--- config.mk ---
export PLATFORM = sky130hd
export DESIGN_NAME = fb_arbiter
export DESIGN_NICKNAME = d
export VERILOG_FILES = /design/src/rtl/fb_arbiter.sv
export SDC_FILE = /design/constraint.sdc
export NUM_CORES = 1
export LEC_CHECK = 0
export BUFFER_PORTS_ARGS = -buffer_cell sky130_fd_sc_hd__buf_2
export CORE_MARGIN = 2
export CORE_UTILIZATION = 40
export CTS_CLUSTER_DIAMETER = 60
export CTS_CLUSTER_SIZE = 16
export DETAILED_ROUTE_END_ITERATION = 10
export PLACE_DENSITY_LB_ADDON = 0.25
export SYNTH_ARGS = -nofsm -noshare
export SYNTH_HDL_FRONTEND = slang
export SYNTH_SLANG_ARGS = --single-unit
--- constraint.sdc ---
create_clock -name clock -period 12.8 [get_ports clock]
set_input_delay 1.92 -clock clock [delete_from_list [all_inputs] [get_ports clock]]
set_output_delay 1.92 -clock clock [all_outputs]
set_load 0.05 [all_outputs]
--- src/rtl/fb_arbiter.sv ---
// Frame-buffer port arbiter: scanout reads (2-cycle latency) win, then the clear engine, then writers round-robin.
// Writers are stalled through combinational wr_ready; the clear engine exists only with FB_CLEAR_EN defined.
module fb_arbiter #(
  parameter int H_RES  = 640,
  parameter int V_RES  = 480,
  parameter int NUM_WR = 2,
  parameter int ADDR_W = 19
) (
  input  logic                 clock,
  input  logic                 reset,
  input  logic                 scan_req,
  input  logic [9:0]           scan_x,
  input  logic [9:0]           scan_y,
  output logic [2:0]           scan_pixel,
  output logic                 scan_pixel_valid,
  input  logic [NUM_WR-1:0]    wr_valid,
  input  logic [NUM_WR*10-1:0] wr_x,
  input  logic [NUM_WR*10-1:0] wr_y,
  input  logic [NUM_WR*3-1:0]  wr_color,
  output logic [NUM_WR-1:0]    wr_ready,
  input  logic                 clear_start,
  input  logic [2:0]           clear_color,
  output logic                 clear_busy,
  output logic [ADDR_W-1:0]    mem_addr,
  output logic                 mem_we,
  output logic [2:0]           mem_wdata,
  input  logic [2:0]           mem_rdata
);
  localparam int PW    = (NUM_WR > 1) ? $clog2(NUM_WR) : 1;
  localparam int TOTAL = H_RES * V_RES;

  function automatic logic in_range(input logic [9:0] x, input logic [9:0] y);
    return (int'(x) < H_RES) && (int'(y) < V_RES);
  endfunction

  function automatic logic [ADDR_W-1:0] pix_addr(input logic [9:0] x, input logic [9:0] y);
    logic [31:0] a;
    a = 32'(y) * 32'(H_RES) + 32'(x);
    return a[ADDR_W-1:0];
  endfunction

  logic              clearing;
  logic [ADDR_W-1:0] clr_cnt;
  logic [2:0]        clr_color;
  logic [PW-1:0]     rr_ptr;
  logic [PW-1:0]     grant_idx;
  logic              grant_any;
  logic              s1_vld;
  logic              s1_inr;
  logic [ADDR_W-1:0] addr_hold;
  logic [9:0]        gx;
  logic [9:0]        gy;
  logic [2:0]        gc;
  int                idx;

  always_comb begin
    wr_ready  = '0;
    mem_we    = 1'b0;
    mem_wdata = '0;
    mem_addr  = addr_hold;
    grant_any = 1'b0;
    grant_idx = '0;
    gx        = '0;
    gy        = '0;
    gc        = '0;
    idx       = 0;
    if (scan_req) begin
      // Off-screen scan leaves the address untouched; stage 2 substitutes black.
      if (in_range(scan_x, scan_y)) mem_addr = pix_addr(scan_x, scan_y);
    end else if (clearing) begin
      mem_we    = 1'b1;
      mem_addr  = clr_cnt;
      mem_wdata = clr_color;
    end else begin
      for (int k = 0; k < NUM_WR; k++) begin
        idx = (int'(rr_ptr) + k) % NUM_WR;
        if (!grant_any && wr_valid[idx]) begin
          grant_any = 1'b1;
          grant_idx = PW'(idx);
        end
      end
      if (grant_any) begin
        wr_ready[grant_idx] = 1'b1;
        gx        = wr_x[int'(grant_idx)*10 +: 10];
        gy        = wr_y[int'(grant_idx)*10 +: 10];
        gc        = wr_color[int'(grant_idx)*3 +: 3];
        mem_addr  = pix_addr(gx, gy);
        mem_we    = in_range(gx, gy);
        mem_wdata = gc;
      end
    end
  end

  always_ff @(posedge clock or posedge reset) begin
    if (reset) begin
      rr_ptr           <= '0;
      s1_vld           <= 1'b0;
      s1_inr           <= 1'b0;
      scan_pixel       <= '0;
      scan_pixel_valid <= 1'b0;
      addr_hold        <= '0;
    end else begin
      addr_hold        <= mem_addr;
      s1_vld           <= scan_req;
      s1_inr           <= scan_req && in_range(scan_x, scan_y);
      scan_pixel_valid <= s1_vld;
      if (s1_vld) scan_pixel <= s1_inr ? mem_rdata : 3'd0;
      if (grant_any) rr_ptr <= (int'(grant_idx) == NUM_WR - 1) ? '0 : grant_idx + 1'b1;
    end
  end

`ifdef FB_CLEAR_EN
  typedef enum logic {IDLE, CLEAR} clr_state_t;
  clr_state_t clr_state;

  always_ff @(posedge clock or posedge reset) begin
    if (reset) begin
      clr_state <= IDLE;
      clr_cnt   <= '0;
      clr_color <= '0;
    end else begin
      case (clr_state)
        IDLE: if (clear_start) begin
          clr_state <= CLEAR;
          clr_cnt   <= '0;
          clr_color <= clear_color;
        end
        CLEAR: if (!scan_req) begin
          if (clr_cnt == ADDR_W'(TOTAL - 1)) clr_state <= IDLE;
          else clr_cnt <= clr_cnt + 1'b1;
        end
      endcase
    end
  end

  assign clearing = (clr_state == CLEAR);
`else
  logic unused_clr;
  assign unused_clr = ^{clear_start, clear_color};
  assign clearing   = 1'b0;
  assign clr_cnt    = '0;
  assign clr_color  = '0;
`endif

  assign clear_busy = clearing;
endmodule

==> reports/qor.csv <==
metric;value;unit
status;completed;
site row count;31;
register bit total from synthesis;26;
Vias/cell;5.263;
Layout Cells excl Fill;570;
Leak Pwr;1.814;nW
syn_area_per_cell;8.083;um2
post-synthesis sequential area ratio;21.52;%
sequential share of power;23.1;%
Top Metal Used;met4;
CTS Hold Bufs;0;
largest net degree at the start of global routing;44;
Slew @ Worst Pin;1.016;ns
Post-CTS Resized;0;
# clock sinks;26;
most numerous cell in the Yosys netlist;nand2_1;
Hold Path Cell Cnt;0;
power share of the combinational group;61.7;%
DR WL/cell;13.71;um
P_sw;0.0002199;W
CP Launch Point;wr_valid[0];
DP Cell Count;566;
Area Overhead vs Synth;22.02;%
antenna-violating nets left;0;
M1 wire length;3807;um
grt total ovfl;0;
critical path class;input port to primary output;
CTS tree;built;
Net Sw Frac;47.83;%
post-synth top area share;21.52;%
critical path capture point type;primary output;
Post-Route Setup TNS;0;ns
initial antenna violation count;0;
synth cell count leaders;56 x nand2_1, 34 x nor2_1, 33 x ha_1;
clk_lat worst skew;0.28;ns
DIE AREA;8268;um2
drt pass-1 iters;4;
Max Clk Rate;129.9;MHz
Relative slew margins;32.21;%
Total Wirelength;7814;um
cell depth of the worst setup path;17;
Worst-path clk slew;0.10;ns
RSZ-0062 raised after global routing;false;
crit-path max cell delay;0.41;ns
layout cell share with drive strength beyond 1;26.54;%
clock period minus final worst setup slack;7.698;ns
CP max-delay cell;fa_1;
final setup vio count;0;
die span in y;90.93;um
All-Layer GR Usage;18.39;%
vias in the first global route;2731;
Synth cell types;58;
DRC;0;
Clock power frac;15.2;%
FF-to-FF path depth;14;
synth top area cells;dfrtp_1 22%, ha_1 14%, nand2_1 7.0%;
clk buf depth;2;
postcts setup bufs;0;
post-DP HPWL;6254;um
number of synthesized flops with an enable pin;0;
area leader, netlist;dfrtp_1;
asr flop ratio synth;100.0;%
cells along the critical path;buf_2 -> inv_2 -> o21a_1 -> buf_4 -> mux2i_1 -> inv_1 -> ha_1 -> ha_1 -> fa_1 -> a211oi_1 -> nor3b_2 -> nor4b_4 -> nand3_2 -> xnor2_1 -> nor2_1 -> o32ai_1 -> buf_2;
max-cap violation count;0;
delay-heaviest family, CP;adder cells;
io pins;108;
period utilization;60.14;%
CP max FO;23;
crit path DAT;5.78;ns
Initial Utilization;41.46;%
cell area after synthesis;3023;um2
Peak VDD IR;46.51;uV
first-pass GRT wire length;12810;um
Diodes inserted;0;
Mapped Nets;489;
clock buffer count from CTS;3;
drt initial violations;124;
DR WL met2;3536;um
final hold violations;0;
critical path data required time;10.88;ns
HP Class;flip-flop to flip-flop;
nets;587;
HP Start;s1_vld;
RD Place Congestion;0.8191;
Worst setup SP type;input port;
WP buf/inv;5;
met3 wire length;436;um
Mapped Cells;374;
htree depth;1;
Power per Cell Area;124.6;nW/um2
number of port buffers;102;
fin. max-slew vios;0;
Synth Flop Type;dfrtp_1;
vias;3000;
Power Internal;0.0002398;W
Reg-to-Reg Start;rr_ptr;
CTS Root Cell;clkbuf_8;
Core Box Area;7292;um2
clock skew;0.006123;ns
Die W;90.93;um
yosys warns;0;
[cell families (layout without fill, tap and decap cells)]
family                     count (synthesis)  count (layout)  share of synthesized area (%)
AOI/OAI and AO/OA                        108             108                          24.30
DFF                                       26              26                          21.52
other                                      1               1                         0.1241
adders and majority gates                 37              37                          16.31
muxes                                      9               9                          2.980
and+or+nand+nor                          135             135                          21.85
buffers and inverters                     27             124                          3.932
xor gates and xnor gates                  31              31                          8.982
[per-layer routing]
layer | vias up | track usage (%)
met5 | - | 0
met4 | 0 | 3.030
met1 | 1367 | 25.78
li1 | 1546 | -
met2 | 83 | 30.37
met3 | 4 | 2.905
[cells in the final DEF (no fill, tap or decap), types with 3 or more instances in the layout]
cell,count
xor2_1,15
o21a_1,4
nand4_1,4
nor2b_1,5
fa_1,4
a21o_1,6
nor3b_1,3
and2_1,3
nand3_1,11
a31oi_1,10
clkbuf_8,3
a22o_1,10
buf_2,102
inv_1,14
nor2_1,34
ha_1,33
o211ai_1,3
a21oi_1,17
xnor2_1,16
nand2_1,56
mux2i_1,9
o21ai_0,23
a211oi_1,17
buf_4,3
dfrtp_1,26
[worst register-to-register path: cells and delay by family, from the launching register on]
family | cells | cell delay, ns
adder cells (fa/ha/maj) | 3 | 0.95
AO/OA/AOI/OAI | 3 | 0.80
AND/OR/NAND/NOR | 4 | 0.73
flip-flops | 1 | 0.41
multiplexers | 1 | 0.36
buffers and inverters | 2 | 0.35
XOR/XNOR | 1 | 0.19
[final timing paths]
path	to	slack (ns)
max in group asynchronous	addr_hold[13]	10.32
worst min-delay path	scan_pixel_valid	0.50
worst min register to register	scan_pixel_valid	0.50
worst max register to register	addr_hold[16]	8.91
min in group asynchronous	addr_hold[16]	1.87
worst max-delay path	mem_addr[16]	5.10
[final cells by class]
type | instances | area (um2)
clock buffers | 3 | 41.29
clock inverters | 1 | 30.03
fillers | 743 | 3603
inverters | 15 | 56.30
multi-input cells | 321 | 2253
flip-flops and latches | 26 | 650.6
well taps | 99 | 123.9
repair buffers | 105 | 533.0
[power groups by stage]
| stage | Clock, W | Combinational, W | Sequential, W |
|---|---|---|---|
| finish | 0.0000700 | 0.000284 | 0.000106 |
| global route | 0.0000747 | 0.000310 | 0.000108 |
| CTS | 0.0000714 | 0.000285 | 0.000106 |
| detailed placement | 0 | 0.000284 | 0.000108 |
| global placement | 0 | 0.000281 | 0.000107 |
| floorplan | 0 | 0.000217 | 0.000108 |
[through the flow]
step                cell area [um2]  util [%]  hold WS, ns  setup WS [ns]  total power, W
floorplan                      3023         -       0.4354          4.762       0.0003257
global placement               3617     49.61       0.4683          5.064       0.0003877
detailed placement             3617     49.61       0.4690          5.039       0.0003914
CTS                            3689     50.58       0.4941          5.051       0.0004630
global route                   3689     50.58       0.5177          4.797       0.0004928
finish                         3689     50.58       0.5015          5.102       0.0004597
[flip-flops by register name, summed over array words and instances (netlist names)]
register,count
scan_pixel,3
s1_inr,1
addr_hold,19
s1_vld,1
scan_pixel_valid,1
rr_ptr,1
Note: power is estimated with default switching activity, not from simulation.
